### src/rtl/glb_dma.sv
// Word-streaming DMA between valid/ready streams and the GLB port.
// Loads write one word per accepted beat; stores read ahead into a 2-entry FIFO.
module glb_dma #(
  parameter int LEN_W  = 16,
  parameter int DATA_W = 32
) (
  input  logic              clk,
  input  logic              rst_n,
  input  logic              cmd_valid,
  output logic              cmd_ready,
  input  logic              cmd_dir,
  input  logic [31:0]       cmd_addr,
  input  logic [LEN_W-1:0]  cmd_len,
  output logic              busy,
  output logic              done,
  output logic              err,
  input  logic              s_valid,
  output logic              s_ready,
  input  logic [DATA_W-1:0] s_data,
  output logic              m_valid,
  input  logic              m_ready,
  output logic [DATA_W-1:0] m_data,
  output logic              m_last,
  output logic [3:0]        glb_we,
  output logic [31:0]       glb_w_addr,
  output logic [DATA_W-1:0] glb_w_data,
  output logic [3:0]        glb_re,
  output logic [31:0]       glb_r_addr,
  input  logic [DATA_W-1:0] glb_r_data
);
  typedef enum logic [2:0] {S_IDLE, S_LOAD, S_STORE, S_DRAIN, S_FIN} state_t;
  state_t r_state, w_next;

  logic [31:0]       r_addr;
  logic [LEN_W-1:0]  r_rem;
  logic              r_err;
  logic [3:0]        r_glb_we;
  logic [31:0]       r_glb_w_addr;
  logic [DATA_W-1:0] r_glb_w_data;
  logic              r_rdv_p1;
  logic              r_rdv_last_p1;
  logic [DATA_W:0]   r_fifo [0:1];
  logic              r_wp, r_rp;
  logic [1:0]        r_cnt;

  logic       w_accept, w_beat, w_pop, w_issue, w_credit;
  logic [1:0] w_occ;

  assign cmd_ready = rst_n && (r_state == S_IDLE);
  assign busy      = (r_state != S_IDLE);
  assign done      = (r_state == S_FIN);
  assign err       = done && r_err;
  assign s_ready   = (r_state == S_LOAD) && (r_rem != '0);

  assign w_accept = cmd_valid && cmd_ready;
  assign w_beat   = s_valid && s_ready;
  assign m_valid  = (r_cnt != 2'd0);
  assign w_pop    = m_valid && m_ready;
  assign m_data   = r_fifo[r_rp][DATA_W-1:0];
  assign m_last   = m_valid && r_fifo[r_rp][DATA_W];

  // Occupancy counts FIFO words plus the read whose data arrives this cycle;
  // a simultaneous pop frees a slot so the stream can run at one word per cycle.
  assign w_occ    = r_cnt + {1'b0, r_rdv_p1};
  assign w_credit = (w_occ < 2'd2) || ((w_occ == 2'd2) && w_pop);
  assign w_issue  = rst_n && (r_state == S_STORE) && (r_rem != '0) && w_credit;

  assign glb_re     = w_issue ? 4'hF : 4'h0;
  assign glb_r_addr = r_addr;
  assign glb_we     = r_glb_we;
  assign glb_w_addr = r_glb_w_addr;
  assign glb_w_data = r_glb_w_data;

  always_comb begin
    w_next = r_state;
    case (r_state)
      S_IDLE: begin
        if (w_accept) begin
          if ((cmd_addr[1:0] != 2'b00) || (cmd_len == '0)) w_next = S_FIN;
          else if (cmd_dir)                                w_next = S_STORE;
          else                                             w_next = S_LOAD;
        end
      end
      S_LOAD:  if (r_rem == '0) w_next = S_FIN;
      S_STORE: if ((r_rem == '0) || (w_issue && (r_rem == LEN_W'(1)))) w_next = S_DRAIN;
      S_DRAIN: if (!r_rdv_p1 && ((r_cnt == 2'd0) || ((r_cnt == 2'd1) && w_pop))) w_next = S_FIN;
      S_FIN:   w_next = S_IDLE;
      default: w_next = S_IDLE;
    endcase
  end

  always_ff @(posedge clk) begin
    if (!rst_n) begin
      r_state       <= S_IDLE;
      r_addr        <= '0;
      r_rem         <= '0;
      r_err         <= 1'b0;
      r_glb_we      <= 4'h0;
      r_glb_w_addr  <= '0;
      r_glb_w_data  <= '0;
      r_rdv_p1      <= 1'b0;
      r_rdv_last_p1 <= 1'b0;
      r_fifo[0]     <= '0;
      r_fifo[1]     <= '0;
      r_wp          <= 1'b0;
      r_rp          <= 1'b0;
      r_cnt         <= 2'd0;
    end else begin
      r_state  <= w_next;
      r_glb_we <= 4'h0;
      r_rdv_p1 <= w_issue;
      if (w_accept) begin
        r_addr <= cmd_addr;
        r_rem  <= cmd_len;
        r_err  <= (cmd_addr[1:0] != 2'b00);
      end
      if (w_beat) begin
        r_glb_we     <= 4'hF;
        r_glb_w_addr <= r_addr;
        r_glb_w_data <= s_data;
        r_addr       <= r_addr + 32'd4;
        r_rem        <= r_rem - LEN_W'(1);
      end
      if (w_issue) begin
        r_addr        <= r_addr + 32'd4;
        r_rem         <= r_rem - LEN_W'(1);
        r_rdv_last_p1 <= (r_rem == LEN_W'(1));
      end
      // Read data is valid one cycle after the read strobe
      if (r_rdv_p1) begin
        r_fifo[r_wp] <= {r_rdv_last_p1, glb_r_data};
        r_wp         <= ~r_wp;
      end
      if (w_pop) r_rp <= ~r_rp;
      r_cnt <= r_cnt + {1'b0, r_rdv_p1} - {1'b0, w_pop};
    end
  end

  a_fifo_no_overflow: assert property (@(posedge clk) disable iff (!rst_n)
    !(r_rdv_p1 && (r_cnt == 2'd2)));

endmodule
### config.mk
export PLATFORM = sky130hd
export DESIGN_NAME = glb_dma
export DESIGN_NICKNAME = d
export VERILOG_FILES = /design/src/rtl/glb_dma.sv
export SDC_FILE = /design/constraint.sdc
export NUM_CORES = 1
export LEC_CHECK = 0
export CORE_MARGIN = 8
export CORE_UTILIZATION = 48
export DETAILED_ROUTE_END_ITERATION = 12
export GPL_ROUTABILITY_DRIVEN = 0
export PLACE_DENSITY = 0.84
export SYNTH_ARGS = -nofsm -noshare
export SYNTH_HDL_FRONTEND = slang
export SYNTH_SLANG_ARGS = --single-unit
### constraint.sdc
create_clock -name clk -period 4.2 [get_ports clk]
set_clock_uncertainty 0.15 [all_clocks]
set_input_delay 0.84 -clock clk [delete_from_list [all_inputs] [get_ports clk]]
set_output_delay 0.84 -clock clk [all_outputs]
set_load 0.005 [all_outputs]
; After elaboration in Yosys (flattened, before gate mapping)
; Memories as Yosys holds them, arrays and structs flattened. A register that Yosys moved wholly into a read port is not among the register bits.
; Cells that the tools add are included.
[word_totals]
ff_bits = 126
ramBits = 66
inputBits = 118
out_inout_bits = 143
elab_cells = 85
n_memories = 1
[classes]
addsub = 4
magnitude_cmp = 1
n_eq_ne = 11
mux = 24
bitwise = 2
n_reduce_logical = 30
[mem_list]
columns = name, words, width, rd, rd_ports_with_merged_regs, write_ports, line_no
row1 = r_fifo, 2, 33, 1, 1, 2, 42  ; logic [DATA_W:0] r_fifo [0:1];
[ops]
columns = operator, n
row1 = 32-bit 2-to-1 mux, 3
row2 = 16-bit 2-to-1 mux, 3
row3 = 33-bit 2-to-1 mux, 1
row4 = 33-bit OR reduction, 1
row5 = 32-bit by 3-bit adder with 32-bit output (second input constant), 1
row6 = 16-bit zero test, 2
row7 = 16-bit by 1-bit == test with 1-bit output (second input constant), 1
row8 = 16-bit nonzero test, 1
row9 = 16-bit by 1-bit subtractor with 16-bit output (second input constant), 1
row10 = 3-bit 2-to-1 mux, 5
row11 = 1-bit logical AND, 14
row12 = 3-bit one-hot mux with 4 select lines, 1
row13 = 1-bit 2-to-1 mux, 8
row14 = 4-bit 2-to-1 mux, 2
row15 = 3-bit by 2-bit == test with 1-bit output (second input constant), 2
row16 = 3-bit nonzero test, 2
row17 = 1-bit logical OR, 4
row18 = 2-bit by 1-bit != test with 1-bit output (second input constant), 2
row19 = 2-bit != test (second input constant), 2
row20 = 4-bit AND reduction, 1
row21 = 2-bit nonzero test, 2
row22 = 3-bit by 1-bit == test with 1-bit output (second input constant), 1
row23 = 3-bit == test (second input constant), 1
row24 = 3-bit zero test, 1
row25 = other kinds (9), 10

; Logic depth before layout (Yosys ltp)
[depth]
depth_word = 9
ltp_mapped = 9
mapped_depth_nobuf = 7

; Least setup slack after synthesis
; Ideal clock, no wire load.
[synth_path]
path_kind = reg-to-reg
start = reg r_rdv_p1
end = mem r_fifo[0][0] (netlist name) (enable)
setup_time_ns = 0.469
arrival_ns = 2.789
t_required_ns = 3.581
slack_ns = 0.792
stages_incl_launch_ff = 3
path_buffers = 0
cell_sequence = dfxtp_1 > inv_1 > o21ai_0
[synth_rtl]
columns = item, line_no
row1 = from (decl), 40  ; logic r_rdv_p1;
row2 = from (signal assigned), 111  ; r_rdv_p1 <= w_issue;
row3 = to (decl), 42

; Worst setup path in the final report
[layout_path]
start = reg r_rem[0]
end = out glb_re[3]
[layout_between]
elab_chain_len = 4
[layout_rtl]
columns = item, line_no
row1 = from (decl), 35  ; logic [LEN_W-1:0] r_rem;
row2 = from (signal assigned), 114  ; r_rem <= cmd_len;
row3 = from (signal assigned), 122  ; r_rem <= r_rem - LEN_W'(1);
row4 = from (signal assigned), 126  ; r_rem <= r_rem - LEN_W'(1);
row5 = 16-bit nonzero test, 66  ; assign w_issue = rst_n && (r_state == S_STORE) && (r_rem != '0) && w_credit;
row6 = 1-bit logical AND (2 in a row), 66
row7 = 4-bit 2-to-1 mux, 68  ; assign glb_re = w_issue ? 4'hF : 4'h0;
row8 = to (decl), 27  ; output logic [3:0] glb_re,
; No other way between the ends.

==> impl_metrics.yaml <==
sta:
  tightest_slew_ns: 1.119
  setup_viol: 0
  report.final.slew_viol_count: 0
  fmax_mhz: 249.2
  hold_viol_final: 0
  relSlewSlack_pct: 25.12
  layout_min_cycle_time_ns: 4.012
  fin_setup_tns_ns: 0
  period_share_pct: 95.53
  rsz0062_at_grt: "no"
run_status:
  status: "finished, final reports clean"
setup_path:
  cp-start-kind: "flip-flop"
  rrSetupSlack_ns: 1.13
  cp_max_fo: 9
  critPathArrivalTime_ns: 3.02
  crit_required_ns: 3.21
  crit_type: "reg2out"
  endpoint_kind: "primary output"
synth:
  synthAdderAreaFrac_pct: 0.7093
  syn-num-nets: 1049
  syn_avg_cell_area_um2: 9.525
  synth_mux_area_share_pct: 5.745
  synth_cells: 926
  synth_xor_area_share_pct: 0.4965
  synth_top_family_by_area: "simple AND/OR/NAND/NOR gates"
  synth-seq-cells: 190
  async_flop_share_pct: 0
  synth-main-ff-cell: "dfxtp_1"
  yosysUniqueCellTypes: 73
  yosys.area_share.simple_pct: 23.05
  synth_edf_count: 66
  ys_seq_area_share_pct: 50.62
  synth_compound_gate_area_share_pct: 14.24
  yosysWarnings: 0
  synth_area_mm2: 0.008820
place:
  dp.cells: 1358
  numPortBuffers: 260
  dp.final_hpwl_um: 18840
clocking:
  clock_sinks: 190
  clk_pin_slew_ns: 0.07
  numCtsBuffers: 17
  htree_num_levels: 4
  postCtsResizedCells: 0
  postCtsHoldBufs: 0
  post_cts_buffers: 0
  cts_tree: "built"
  clkLatencyLatePin_ns: 0.43
  clock_path_buffers: 2
  cts_root_buf: "clkbuf_16"
pwr:
  finalPower_uw: 6195
  ir_drop_mv: 0.4177
  p_leak_uw: 0.004186
  p_per_area_mw_per_mm2: 514.0
global_route:
  grt-ovfl-total: 0
  grt_pass1_vias: 7553
  track_usage_pct: 22.15
  grt_max_degree: 66
  grt_pass1_wl_um: 40360
  antenna_found_initial: 0
route:
  num_vias: 7786
  first_pass_iters: 5
  drtAntennaViolNets: 0
  drc: 0
  drt_first_iter_violations: 647
  wirelength_um: 26500
  wl_per_cell_um: 19.07
  via_per_inst: 5.601
worst_hold_path:
  hold_class: "reg2reg"
floorplan:
  fp.dieArea_mm2: 0.02297
  core_mm2: 0.01802
  initial_core_util_pct: 48.93
  chipWidth_um: 151.6
  fp.dieH_um: 151.6
  rows: 49
  io_pins: 261
layout:
  area_growth_pct: 36.66
  drive_above_1_share_pct: 9.130
  diodes: 0
  fin_util_pct: 66.87
  fin_nets: 1271
  fillCellCount: 1467
  fin_cells: 1390
job:
  drv_cap: 0
## power by group
| part | leakage (uW) | total [uW] | internal, uW | switching (uW) |
|---|---|---|---|---|
| Clock | 0.000291 | 1600 | 840 | 759 |
| Combinational | 0.00221 | 2180 | 1060 | 1120 |
| Sequential | 0.00169 | 2420 | 2170 | 253 |
| Total | 0.00419 | 6190 | 4060 | 2130 |
## worst max-delay path, cell delays in order (launching register included)
cell	delay [ns]
dfxtp_1	0.34
inv_1	0.08
ha_1	0.33
nor4b_1	0.60
and4_2	0.56
nor2_1	0.18
clkdlybuf4s50_1	0.49
## cell type report
cell class	count	area [um^2]	share of cell area [%]
Sequential cell	190	4464	37.04
Inverter	12	46.29	0.3841
Multi-Input combinational cell	650	3930	32.61
Tap cell	229	286.5	2.377
Timing Repair Buffer	277	2743	22.76
Clock inverter	12	115.1	0.9550
Clock buffer	20	467.9	3.882
## registers in the layout (all words and copies together), names as in the netlist, named ones only
signal         cells
r_rem             16
r_rp               1
r_cnt              2
r_state            3
r_wp               1
glb_w_data        32
r_rdv_p1           1
glb_r_addr        32
r_err              1
r_fifo            66
r_rdv_last_p1      1
glb_we             1
glb_w_addr        32
## Yosys cell counts, types with 2 or more instances
master / count / area (um^2)
buf_2: 15 / 75.07
nor2b_1: 5 / 31.28
o21a_1: 4 / 30.03
a211oi_1: 2 / 15.01
o21ai_0: 13 / 65.06
and2_1: 71 / 444.2
nor4b_1: 4 / 35.03
nor3_1: 11 / 55.05
nand4_1: 7 / 43.79
a31oi_1: 25 / 156.4
nand4b_1: 2 / 17.52
o2111ai_1: 2 / 17.52
nand2_1: 195 / 732.0
ha_1: 5 / 62.56
nand2b_1: 4 / 25.02
and3_1: 11 / 68.82
buf_4: 9 / 67.56
o22ai_1: 7 / 43.79
nand3b_1: 2 / 15.01
dfxtp_1: 124 / 2482
a22oi_1: 6 / 45.04
a31o_2: 4 / 35.03
xnor2_1: 3 / 26.28
a2bb2oi_1: 2 / 17.52
or4_1: 8 / 60.06
and4_1: 11 / 96.34
a21oi_1: 79 / 395.4
o311ai_0: 8 / 70.07
nand3_1: 20 / 100.1
nor2_1: 32 / 120.1
a32oi_1: 5 / 43.79
buf_6: 8 / 90.09
a311oi_1: 2 / 17.52
or3_1: 4 / 25.02
mux2_2: 37 / 416.7
o31a_1: 6 / 52.55
mux2i_1: 9 / 90.09
nor3b_1: 2 / 15.01
edfxtp_1: 66 / 1982
o211ai_1: 5 / 37.54
clkbuf_1: 39 / 146.4
xor2_1: 2 / 17.52
nor4_1: 8 / 50.05
inv_1: 12 / 45.04
o2111a_1: 2 / 22.52
## cell families after synthesis
group | count (synthesis)
compound gates | 188
xor+xnor | 5
fa+ha+maj | 5
buf+inv | 86
flops | 190
mux | 46
simple gates | 406
## per-stage QoR
step	instance area [um^2]	setup slack, ns	hold WS [ns]
floorplan	8820	0.7916	0.3027
CTS	12050	0.2369	0.3050
global route	12050	0.03538	0.3166
finish	12050	0.1877	0.3035
detailed placement	11470	0.3374	0.2953
global placement	11470	0.3695	0.2909
## cells in the final DEF (no fill, tap or decap), types with 20 or more instances in the layout
cell	n
a21oi_1	79
mux2_2	37
dfxtp_1	124
nor2_1	31
clkdlybuf4s50_1	260
nand3_1	20
and2_1	70
a31oi_1	25
nand2_1	194
edfxtp_1	66
## per-layer routing
| metal | GRT usage (%) | vias up | routed length, um |
|---|---|---|---|
| met4 | 6.271 | 0 | 428 |
| met3 | 6.504 | 29 | 2439 |
| met2 | 35.04 | 325 | 12470 |
| met1 | 28.95 | 3688 | 11170 |
| li1 | - | 3744 | - |
| met5 | 0 | - | 0 |
## worst paths after layout
path | start | end | depth (start not counted)
max reg2reg | r_rem[0]$_SDFFE_PN0P_ | glb_r_addr[24]$_SDFFE_PN0P_ | 8
max | r_rem[0]$_SDFFE_PN0P_ | glb_re[3] | 6
min | glb_w_data[11]$_SDFFE_PN0P_ | glb_w_data[11]$_SDFFE_PN0P_ | 2
min reg2reg | glb_w_data[11]$_SDFFE_PN0P_ | glb_w_data[11]$_SDFFE_PN0P_ | 2
(Power assumes the default switching activity.)
